[config.mk]
export PLATFORM = sky130hd
export DESIGN_NAME = seq_onehot_decoder_flat
export DESIGN_NICKNAME = d
export VERILOG_FILES = /design/src/rtl/seq_onehot_decoder_if.sv /design/src/rtl/seq_onehot_decoder.sv /design/src/flat_wrapper.sv
export SDC_FILE = /design/constraint.sdc
export NUM_CORES = 1
export LEC_CHECK = 0
export CORE_MARGIN = 3
export CORE_UTILIZATION = 36
export CTS_CLUSTER_DIAMETER = 100
export DETAILED_ROUTE_END_ITERATION = 16
export PLACE_DENSITY_LB_ADDON = 0.12
export SLEW_MARGIN = 10
export SYNTH_ARGS = -nofsm -noshare
export SYNTH_HDL_FRONTEND = slang
export SYNTH_SLANG_ARGS = --single-unit
[constraint.sdc]
create_clock -name clk -period 0.97 [get_ports clk]
set_input_delay 0.2425 -clock clk [delete_from_list [all_inputs] [get_ports clk]]
set_output_delay 0.2425 -clock clk [all_outputs]
set_load 0.01 [all_outputs]
[src/rtl/seq_onehot_decoder_if.sv]
// Load/scan control and decoded-output bundle for seq_onehot_decoder.
// master drives load and scan requests; slave is the decoder.
interface seq_onehot_decoder_if #(
    parameter int SEL_W   = 3,
    parameter int DWELL_W = 8
);
    localparam int OUT_W = 2 ** SEL_W;

    logic               in_valid;
    logic               in_ready;
    logic [SEL_W-1:0]   in_sel;
    logic               in_en;
    logic               scan_start;
    logic               scan_stop;
    logic [DWELL_W-1:0] dwell;
    logic [OUT_W-1:0]   out;
    logic [SEL_W-1:0]   out_idx;
    logic               out_vld;
    logic               scan_busy;
    logic               scan_wrap;

    modport master (
        output in_valid, in_sel, in_en, scan_start, scan_stop, dwell,
        input  in_ready, out, out_idx, out_vld, scan_busy, scan_wrap
    );

    modport slave (
        input  in_valid, in_sel, in_en, scan_start, scan_stop, dwell,
        output in_ready, out, out_idx, out_vld, scan_busy, scan_wrap
    );
endinterface

[src/rtl/seq_onehot_decoder.sv]
// Registered SEL_W-to-2^SEL_W one-hot decoder with optional auto-scan (macro DEC_SCAN_EN).
// Latency: 1 cycle from accepted load or scan start to out; scan steps every max(dwell,1) cycles.
// Backpressure: in_ready low only while scanning; loads offered then are dropped, not queued.
module seq_onehot_decoder #(
    parameter int SEL_W   = 3,
    parameter int DWELL_W = 8
) (
    input logic                  clk,
    input logic                  rst_n,
    seq_onehot_decoder_if.slave  dif
);
    localparam int OUT_W = 2 ** SEL_W;

    function automatic logic [OUT_W-1:0] onehot(input logic [SEL_W-1:0] idx);
        return {{(OUT_W-1){1'b0}}, 1'b1} << idx;
    endfunction

`ifdef DEC_SCAN_EN
    typedef enum logic [1:0] {ST_IDLE = 2'd0, ST_HOLD = 2'd1, ST_SCAN = 2'd2} state_t;
`else
    typedef enum logic [0:0] {ST_IDLE = 1'b0, ST_HOLD = 1'b1} state_t;
`endif

    state_t           state_q, state_d;
    logic [SEL_W-1:0] idx_q, idx_d;
    logic [OUT_W-1:0] out_q, out_d;
    logic             vld_q, vld_d;

`ifdef DEC_SCAN_EN
    logic [DWELL_W-1:0] cnt_q, cnt_d;
    logic [DWELL_W-1:0] rld_q, rld_d;
    logic               wrap_q, wrap_d;

    always_comb begin
        state_d = state_q;
        idx_d   = idx_q;
        out_d   = out_q;
        cnt_d   = cnt_q;
        rld_d   = rld_q;
        wrap_d  = 1'b0;
        if (state_q == ST_SCAN) begin
            // Stop takes priority over any advance due on the same edge.
            if (dif.scan_stop) begin
                state_d = ST_HOLD;
            end else if (cnt_q == '0) begin
                idx_d  = idx_q + 1'b1;
                out_d  = {out_q[OUT_W-2:0], out_q[OUT_W-1]};
                cnt_d  = rld_q;
                wrap_d = &idx_q;
            end else begin
                cnt_d = cnt_q - 1'b1;
            end
        end else begin
            if (dif.in_valid) begin
                idx_d   = dif.in_sel;
                out_d   = dif.in_en ? onehot(dif.in_sel) : '0;
                state_d = ST_HOLD;
            end
            if (dif.scan_start && !dif.scan_stop) begin
                state_d = ST_SCAN;
                out_d   = onehot(idx_d);
                rld_d   = (dif.dwell == '0) ? '0 : dif.dwell - 1'b1;
                cnt_d   = rld_d;
            end
        end
        vld_d = |out_d;
    end

    always_ff @(posedge clk or negedge rst_n) begin
        if (!rst_n) begin
            cnt_q  <= '0;
            rld_q  <= '0;
            wrap_q <= 1'b0;
        end else begin
            cnt_q  <= cnt_d;
            rld_q  <= rld_d;
            wrap_q <= wrap_d;
        end
    end

    assign dif.scan_busy = (state_q == ST_SCAN);
    assign dif.in_ready  = (state_q != ST_SCAN);
    assign dif.scan_wrap = wrap_q;
`else
    always_comb begin
        state_d = state_q;
        idx_d   = idx_q;
        out_d   = out_q;
        if (dif.in_valid) begin
            idx_d   = dif.in_sel;
            out_d   = dif.in_en ? onehot(dif.in_sel) : '0;
            state_d = ST_HOLD;
        end
        vld_d = |out_d;
    end

    assign dif.scan_busy = 1'b0;
    assign dif.in_ready  = 1'b1;
    assign dif.scan_wrap = 1'b0;
`endif

    always_ff @(posedge clk or negedge rst_n) begin
        if (!rst_n) begin
            state_q <= ST_IDLE;
            idx_q   <= '0;
            out_q   <= '0;
            vld_q   <= 1'b0;
        end else begin
            state_q <= state_d;
            idx_q   <= idx_d;
            out_q   <= out_d;
            vld_q   <= vld_d;
        end
    end

    assign dif.out     = out_q;
    assign dif.out_idx = idx_q;
    assign dif.out_vld = vld_q;
endmodule

[src/flat_wrapper.sv]
// flat-port wrapper written by rule: the top's interface ports become plain ports
module seq_onehot_decoder_flat 
#(
    parameter int SEL_W   = 3,
    parameter int DWELL_W = 8
)
  (clk, rst_n, dif_in_valid, dif_in_sel, dif_in_en, dif_scan_start, dif_scan_stop, dif_dwell, dif_in_ready, dif_out, dif_out_idx, dif_out_vld, dif_scan_busy, dif_scan_wrap);
  seq_onehot_decoder_if #(.SEL_W(SEL_W), .DWELL_W(DWELL_W)) dif_i ();
  input logic clk;
  input logic rst_n;
  input wire logic [$bits(dif_i.in_valid)-1:0] dif_in_valid;
  input wire logic [$bits(dif_i.in_sel)-1:0] dif_in_sel;
  input wire logic [$bits(dif_i.in_en)-1:0] dif_in_en;
  input wire logic [$bits(dif_i.scan_start)-1:0] dif_scan_start;
  input wire logic [$bits(dif_i.scan_stop)-1:0] dif_scan_stop;
  input wire logic [$bits(dif_i.dwell)-1:0] dif_dwell;
  output wire logic [$bits(dif_i.in_ready)-1:0] dif_in_ready;
  output wire logic [$bits(dif_i.out)-1:0] dif_out;
  output wire logic [$bits(dif_i.out_idx)-1:0] dif_out_idx;
  output wire logic [$bits(dif_i.out_vld)-1:0] dif_out_vld;
  output wire logic [$bits(dif_i.scan_busy)-1:0] dif_scan_busy;
  output wire logic [$bits(dif_i.scan_wrap)-1:0] dif_scan_wrap;
  assign dif_i.in_valid = dif_in_valid;
  assign dif_i.in_sel = dif_in_sel;
  assign dif_i.in_en = dif_in_en;
  assign dif_i.scan_start = dif_scan_start;
  assign dif_i.scan_stop = dif_scan_stop;
  assign dif_i.dwell = dif_dwell;
  assign dif_in_ready = dif_i.in_ready;
  assign dif_out = dif_i.out;
  assign dif_out_idx = dif_i.out_idx;
  assign dif_out_vld = dif_i.out_vld;
  assign dif_scan_busy = dif_i.scan_busy;
  assign dif_scan_wrap = dif_i.scan_wrap;
  seq_onehot_decoder #(.SEL_W(SEL_W), .DWELL_W(DWELL_W)) u_core (.clk(clk), .rst_n(rst_n), .dif(dif_i));
endmodule
==> summary.txt, run 1 <==
Status
  • Status: complete, but fails checks
  • Failing checks: negative setup slack

Timing
  • Final period util: 1.08
  • F_max: 954 MHz
  • Worst setup margin: -78.3 ps
  • Fin. Hold Viols: 0
  • Pins over their slew limit: 0
  • Crit path time final: 1050 ps
  • # setup viols final: 13
  • Unrepaired setup endpoints after global routing: yes
  • Skew final: 2.39 ps

Floorplanning
  • Die Y-Extent: 46.1 um
  • I/O Pins: 32
  • Die Wd: 46.1 um
  • Core ar.: 1400 um^2
  • Die ar.: 2120 um^2
  • Number of cell rows: 13
  • Initial Util: 0.413

Final layout
  • Most frequent cells in the layout: 12 x dfrtp_1, 11 x buf_2, 7 x nor2b_1, 7 x buf_4, 6 x buf_6
  • P&R area growth vs syn: 61.9%
  • Commonest non-fill, non-tap cell in the layout: dfrtp_1
  • Antenna Cells: 0
  • Layout fillers: 117
  • Final nets: 99
  • Share of layout cells above drive strength 1: 0.475
  • Final cell count without fillers: 95
  • Fin util: 0.669

Place
  • RD Place Congestion: 0.787
  • DP Wirelength: 957 um
  • Port Buf Inserts: 18
  • Placed insts: 91

CTS
  • TritonCTS Buffers: 3
  • Clock tree buffer depth: 2
  • CTS tree: built
  • Root Buffer: clkbuf_4
  • CTS H-Tree Depth: 1
  • Worst-Skew Late Latency: 260 ps
  • Clock transition at path regs: 70 ps
  • Sink Count: 12
  • Hold_buf cts: 0

Global routing
  • Vias in the first global route: 462
  • Met1 Use GR: 0.208
  • Grt met2 use: 0.223
  • Total GRT Usage: 0.150
  • Grt met3 use: 0.0273
  • Largest net degree at the start of global routing: 13
  • First-pass GRT wire length: 2200 um
  • Initial antenna violation count: 0
  • GRT overflow: 0
  • Most Crowded Layer GR: met2

Critical path
  • CP arrival: just over 800 ps
  • CP top delay family: flip-flops
  • CP max FO: 2
  • Worst Path Buf+Inv: 1
  • Crit end category: output port
  • Reg2reg start: u_core.dif.out[1]
  • Worst path max stage delay: just under 400 ps
  • CP Cell Sequence: buf_2
  • CP required: ~730 ps
  • Critical path type: flop to output port
  • CP max stage cell: dfrtp_1
  • R2R depth: 3
  • R2R Setup Slk: -40 ps
  • CP startpoint kind: flop
  • FF-to-FF End: u_core.dif.out_vld

Power
  • Psw: about 0.28 mW
  • Pwr dens: 1190 nW/um^2
  • Combinational fraction of design power: 0.246
  • Clock power frac: 0.265
  • Seq pwr share: 0.490
  • Sw Ratio: 0.251
  • Peak supply drop: 0.751 mV
  • Leakage: ~0.52 nW
  • P_int: 0.831 mW

Drt
  • Starting DRT DRC Count: 6
  • WL per Instance: 14.5 um
  • Post-route ant nets: 0
  • DR pass1 iterations: 4
  • WL final: 1380 um
  • DRC viols: 0
  • Via count: 502
  • Via density: 5.28

Synthesis
  • Cells after Synth: 48
  • Synthesized cell area: 578 um^2
  • Synth Register Bits: 12
  • Yosys warnings: 0
  • Synth Area per Inst: 12.0 um^2
  • Sequential share of the synthesized area: 0.519
  • Netlist cell types: 16

Flow run
  • Number of max-cap violations: 0

Min path
  • Worst Hold Class: input port to async pin
how the worst max path moves through the flow:
stage	from	endpoint	slack [ps]	depth (start not counted)
after global routing	u_core.dif.out[5]	u_core.dif.out_vld	-120	3
after CTS	u_core.dif.out[7]	dif_out[7]	-80	1
final	u_core.dif.out[3]	dif_out[3]	-80	1
after detailed placement	dif_in_valid	u_core.dif.out_idx[1]	-360	3
after floorplan	u_core.dif.out[2]	u_core.dif.out_vld	70	2
after global placement	dif_in_valid	u_core.dif.out_idx[1]	-360	3
per-layer routing:
metal / vias to the layer above / routed length, um
li1: 230 / -
met1: 243 / 571
met2: 25 / 671
met3: 4 / 119
met4: 0 / 14
met5: - / 0
state kept, by name, indices dropped and copies added, names as in the netlist:
register and cells:
u_core.dif.out_idx 3, u_core.dif.out_vld 1, u_core.dif.out 8
area by class of cell:
cell class / instances / area (um^2) / share of cell area
timing repair buffer: 33 / 305 / 0.326
sequential: 12 / 300 / 0.321
multi-input combinational: 31 / 285 / 0.305
clock buffer: 3 / 22.5 / 0.0241
tap: 15 / 18.8 / 0.0201
inverter: 1 / 3.75 / 0.00401
per-stage QoR:
| stage | area (um^2) | setup slack [ps] | TNS, ps | total power, mW | hold slack (ps) |
|---|---|---|---|---|---|
| floorplan | 582 | 72.8 | 0 | 0.656 | -53.1 |
| global placement | 873 | -360 | -5400 | 0.811 | 504 |
| detailed placement | 873 | -362 | -5580 | 0.813 | 500 |
| CTS | 888 | -78.2 | -802 | 1.11 | 306 |
| global route | 936 | -117 | -1140 | 1.17 | 294 |
| finish | 936 | -78.3 | -735 | 1.11 | 304 |
synthesized netlist by cell type:
| cell | count | share of area |
|---|---|---|
| a31oi_1 | 1 | 0.011 |
| dfrtp_1 | 12 | 0.52 |
| conb_1 | 2 | 0.013 |
| and2b_1 | 1 | 0.013 |
| buf_4 | 5 | 0.065 |
| nor2_1 | 1 | 0.0065 |
| a31o_1 | 3 | 0.045 |
| nand4_1 | 1 | 0.011 |
| nor2b_4 | 1 | 0.024 |
| mux2_4 | 3 | 0.078 |
| nand2b_1 | 1 | 0.011 |
| nor2b_1 | 9 | 0.097 |
| o21ai_1 | 1 | 0.0086 |
| nor4_1 | 2 | 0.022 |
| a41o_1 | 4 | 0.069 |
| inv_1 | 1 | 0.0065 |
power groups by stage:
stage	combinational, mW	clock (mW)	sequential (mW)
after floorplan	0.0870	0	0.569
after global placement	0.259	0	0.552
after detailed placement	0.261	0	0.552
after CTS	0.259	0.306	0.542
after global routing	0.293	0.328	0.545
final	0.273	0.293	0.543
cell families (layout without fill, tap and decap cells):
group           count (synthesis)  after routing  synth area share
compound gates                  9              9             0.134
buf+inv                         6             37            0.0714
flops                          12             12             0.519
mux                             3              3            0.0779
other cells                     2              3            0.0130
simple gates                   16             16             0.184
what timing repair did:
| item | in CTS | in global routing |
|---|---|---|
| gates resized for setup | 56 | 11 |
| setup endpoints to repair | 24 | 18 |
| cloned | 1 | 0 |
| buffers inserted | 1 | 0 |
| pin swaps | 2 | 2 |
worst reg2reg max path, stage by stage (launching register included):
cell	delay, ps
dfrtp_1	380
buf_6	120
nor4_4	270
a31oi_1	110
Power figures use the tool's default switching activity.
==> inputs of run 2 (changes only) <==
--- a/config.mk
+++ b/config.mk
@@ -8,5 +8,4 @@
 export CORE_MARGIN = 3
 export CORE_UTILIZATION = 36
-export CTS_CLUSTER_DIAMETER = 100
 export DETAILED_ROUTE_END_ITERATION = 16
 export PLACE_DENSITY_LB_ADDON = 0.12
==> constraint.sdc (replaced) <==
create_clock -name clk -period 0.97 [get_ports clk]
set_input_delay 0.2425 -clock clk [delete_from_list [all_inputs] [get_ports clk]]
set_output_delay 0.2425 -clock clk [all_outputs]
set_load 0.005 [all_outputs]
==> run 2 against run 1 <==
Sequential cell count unchanged; the flow still finishes with violations (negative setup slack); non-clock buffer count grew 1; combinational power shrank 7%; clock skew shrank 1.3 ps; sequential power barely moved.
==> summary.txt, run 2 (synthesized netlist as in run 1, its figures left out) <==
Flow run
  • Number of max-cap violations: 0 (unchanged)

CTS
  • Hold_buf cts: 0 (unchanged)
  • Clock tree buffer depth: 2 (unchanged)
  • CTS tree: built (unchanged)
  • Clock transition at path regs: 70 ps (about the same)
  • CTS H-Tree Depth: 1 (unchanged)
  • TritonCTS Buffers: 3 (unchanged)
  • Worst-Skew Late Latency: 260 ps (about the same)
  • Root Buffer: clkbuf_4 (unchanged)
  • Sink Count: 12 (unchanged)

Final layout
  • Fin util: 0.661 (was 0.669)
  • Layout fillers: 117 (unchanged)
  • Antenna Cells: 0 (unchanged)
  • Final nets: 100 (was 99)
  • Fin area: 925 um^2 (was 936 um^2)
  • Most frequent cells in the layout: 12 x buf_2, 12 x dfrtp_1, 11 x buf_4 (was 12 x dfrtp_1, 11 x buf_2, 7 x nor2b_1, 7 x buf_4, 6 x buf_6)
  • Multi-input combinational cell area: 270 um^2 (was 285 um^2)
  • P&R area growth vs syn: 60.0% (was 61.9%)
  • Share of layout cells above drive strength 1: 0.463 (was 0.475)
  • Final cell count without fillers: 97 (was 95)
  • Sequential Area: 300 um^2 (unchanged)
  • Max reg flops: 8 (unchanged)

Status
  • Failing checks: negative setup slack (unchanged)
  • Status: complete, but fails checks (unchanged)

Timing
  • Worst setup margin: -51.5 ps (was -78.3 ps)
  • Skew final: 1.09 ps (was 2.39 ps)
  • Final hold slack: 301 ps (was 304 ps)
  • Crit path time final: 1020 ps (was 1050 ps)
  • Fin. Hold Viols: 0 (unchanged)
  • Final period util: 1.05 (was 1.08)
  • Unrepaired setup endpoints after global routing: yes (unchanged)
  • F_max: 979 MHz (was 954 MHz)
  • Pins over their slew limit: 0 (unchanged)
  • Sum of negative setup slack: -516 ps (was -735 ps)
  • # setup viols final: 13 (unchanged)

Power
  • Peak supply drop: 0.893 mV (was 0.751 mV)
  • Seq pwr share: 0.459 (was 0.490)
  • Power consumption: 1.18 mW (was 1.11 mW)
  • P_int: 0.915 mW (was 0.831 mW)
  • Sw Ratio: 0.225 (was 0.251)
  • Clock power frac: 0.326 (was 0.265)
  • Psw: 0.266 mW (was 0.278 mW)
  • Pwr dens: 1280 nW/um^2 (was 1190 nW/um^2)
  • Combinational fraction of design power: 0.216 (was 0.246)
  • Leakage: 0.527 nW (was 0.518 nW)

Floorplanning
  • Die Wd: 46.1 um (unchanged)
  • I/O Pins: 32 (unchanged)
  • Die ar.: 2120 um^2 (unchanged)
  • Number of cell rows: 13 (unchanged)
  • Die Y-Extent: 46.1 um (unchanged)
  • Initial Util: 0.413 (unchanged)
  • Core ar.: 1400 um^2 (unchanged)

Place
  • RD Place Congestion: 0.770 (was 0.787)
  • Pre-CTS setup slack: -366 ps (was -362 ps)
  • Placed instance area: 858 um^2 (was 873 um^2)
  • DP Wirelength: 900 um (was 957 um)
  • Port Buf Inserts: 18 (unchanged)
  • Placed insts: 89 (was 91)

Drt
  • Starting DRT DRC Count: 6 (unchanged)
  • DRC viols: 0 (unchanged)
  • Via count: 476 (was 502)
  • Post-route ant nets: 0 (unchanged)
  • WL final: 1280 um (was 1380 um)
  • Via density: 4.91 (was 5.28)
  • DR pass1 iterations: 3 (was 4)
  • WL per Instance: 13.2 um (was 14.5 um)

Global routing
  • Initial antenna violation count: 0 (unchanged)
  • First-pass GRT wire length: 2170 um (was 2200 um)
  • Largest net degree at the start of global routing: 13 (unchanged)
  • GRT overflow: 0 (unchanged)
  • Total GRT Usage: 0.145 (was 0.150)
  • Vias in the first global route: 462 (unchanged)

Critical path
  • Worst path max stage delay: 390 ps (about the same)
  • Critical path type: flop to output port (unchanged)
  • CP startpoint kind: flop (unchanged)
  • CP max stage cell: dfrtp_1 (unchanged)
  • CP max FO: 2 (unchanged)
  • Worst Path Buf+Inv: 1 (unchanged)
  • Crit end category: output port (unchanged)
  • CP top delay family: flip-flops (unchanged)
  • Crit. path cell count: 1 (unchanged)
  • CP Cell Sequence: buf_2 (unchanged)
  • R2R depth: 3 (unchanged)
  • CP arrival: 780 ps (was 810 ps)
  • CP required: 730 ps (about the same)

Min path
  • Worst Hold Class: input port to async pin (unchanged)
-- run 2: final timing paths --
path / end / slack [ps] / from
setup / recovery: dif_out_idx[1] / -50 / u_core.dif.out_idx[1]
hold / removal: u_core.dif.out[2] / 300 / rst_n
setup reg to reg: u_core.dif.out_vld / -40 / u_core.dif.out[1]
hold reg to reg: u_core.dif.out_idx[1] / 520 / u_core.dif.out_idx[1]
max in group asynchronous: u_core.dif.out[7] / 560 / rst_n
min in group clk: u_core.dif.out[7] / 320 / dif_in_en
-- run 2: layout make-up --
| type | count | area share |
|---|---|---|
| Clock buffer | 4 | 0.0392 |
| Inverter | 1 | 0.00406 |
| Multi-Input combinational cell | 31 | 0.292 |
| Sequential cell | 12 | 0.325 |
| Tap cell | 15 | 0.0203 |
| Timing Repair Buffer | 34 | 0.319 |
-- run 2: timing repair --
item | CTS | global route
setup endpoints to repair | 24 | 19
gates resized for setup | 56 | 3
endpoints found under the hold margin | 0 | 0
pin swaps | 3 | 2
buffers inserted | 7 | 1
gates cloned | 1 | 0
-- run 2: per-layer routing --
| metal | track usage | vias to the layer above | wire (um) |
|---|---|---|---|
| li1 | - | 236 | - |
| met1 | 0.196 | 225 | 587 |
| met2 | 0.228 | 15 | 601 |
| met3 | 0.0625 | 0 | 94 |
| met4 | 0 | 0 | 0 |
| met5 | 0 | - | 0 |
-- run 2: power groups by stage --
| stage | clock, mW | combinational, mW | sequential [mW] |
|---|---|---|---|
| global placement | 0 | 0.239 | 0.552 |
| global route | 0.423 | 0.278 | 0.544 |
| finish | 0.384 | 0.255 | 0.541 |
| CTS | 0.398 | 0.244 | 0.542 |
| floorplan | 0 | 0.0844 | 0.558 |
| detailed placement | 0 | 0.240 | 0.554 |
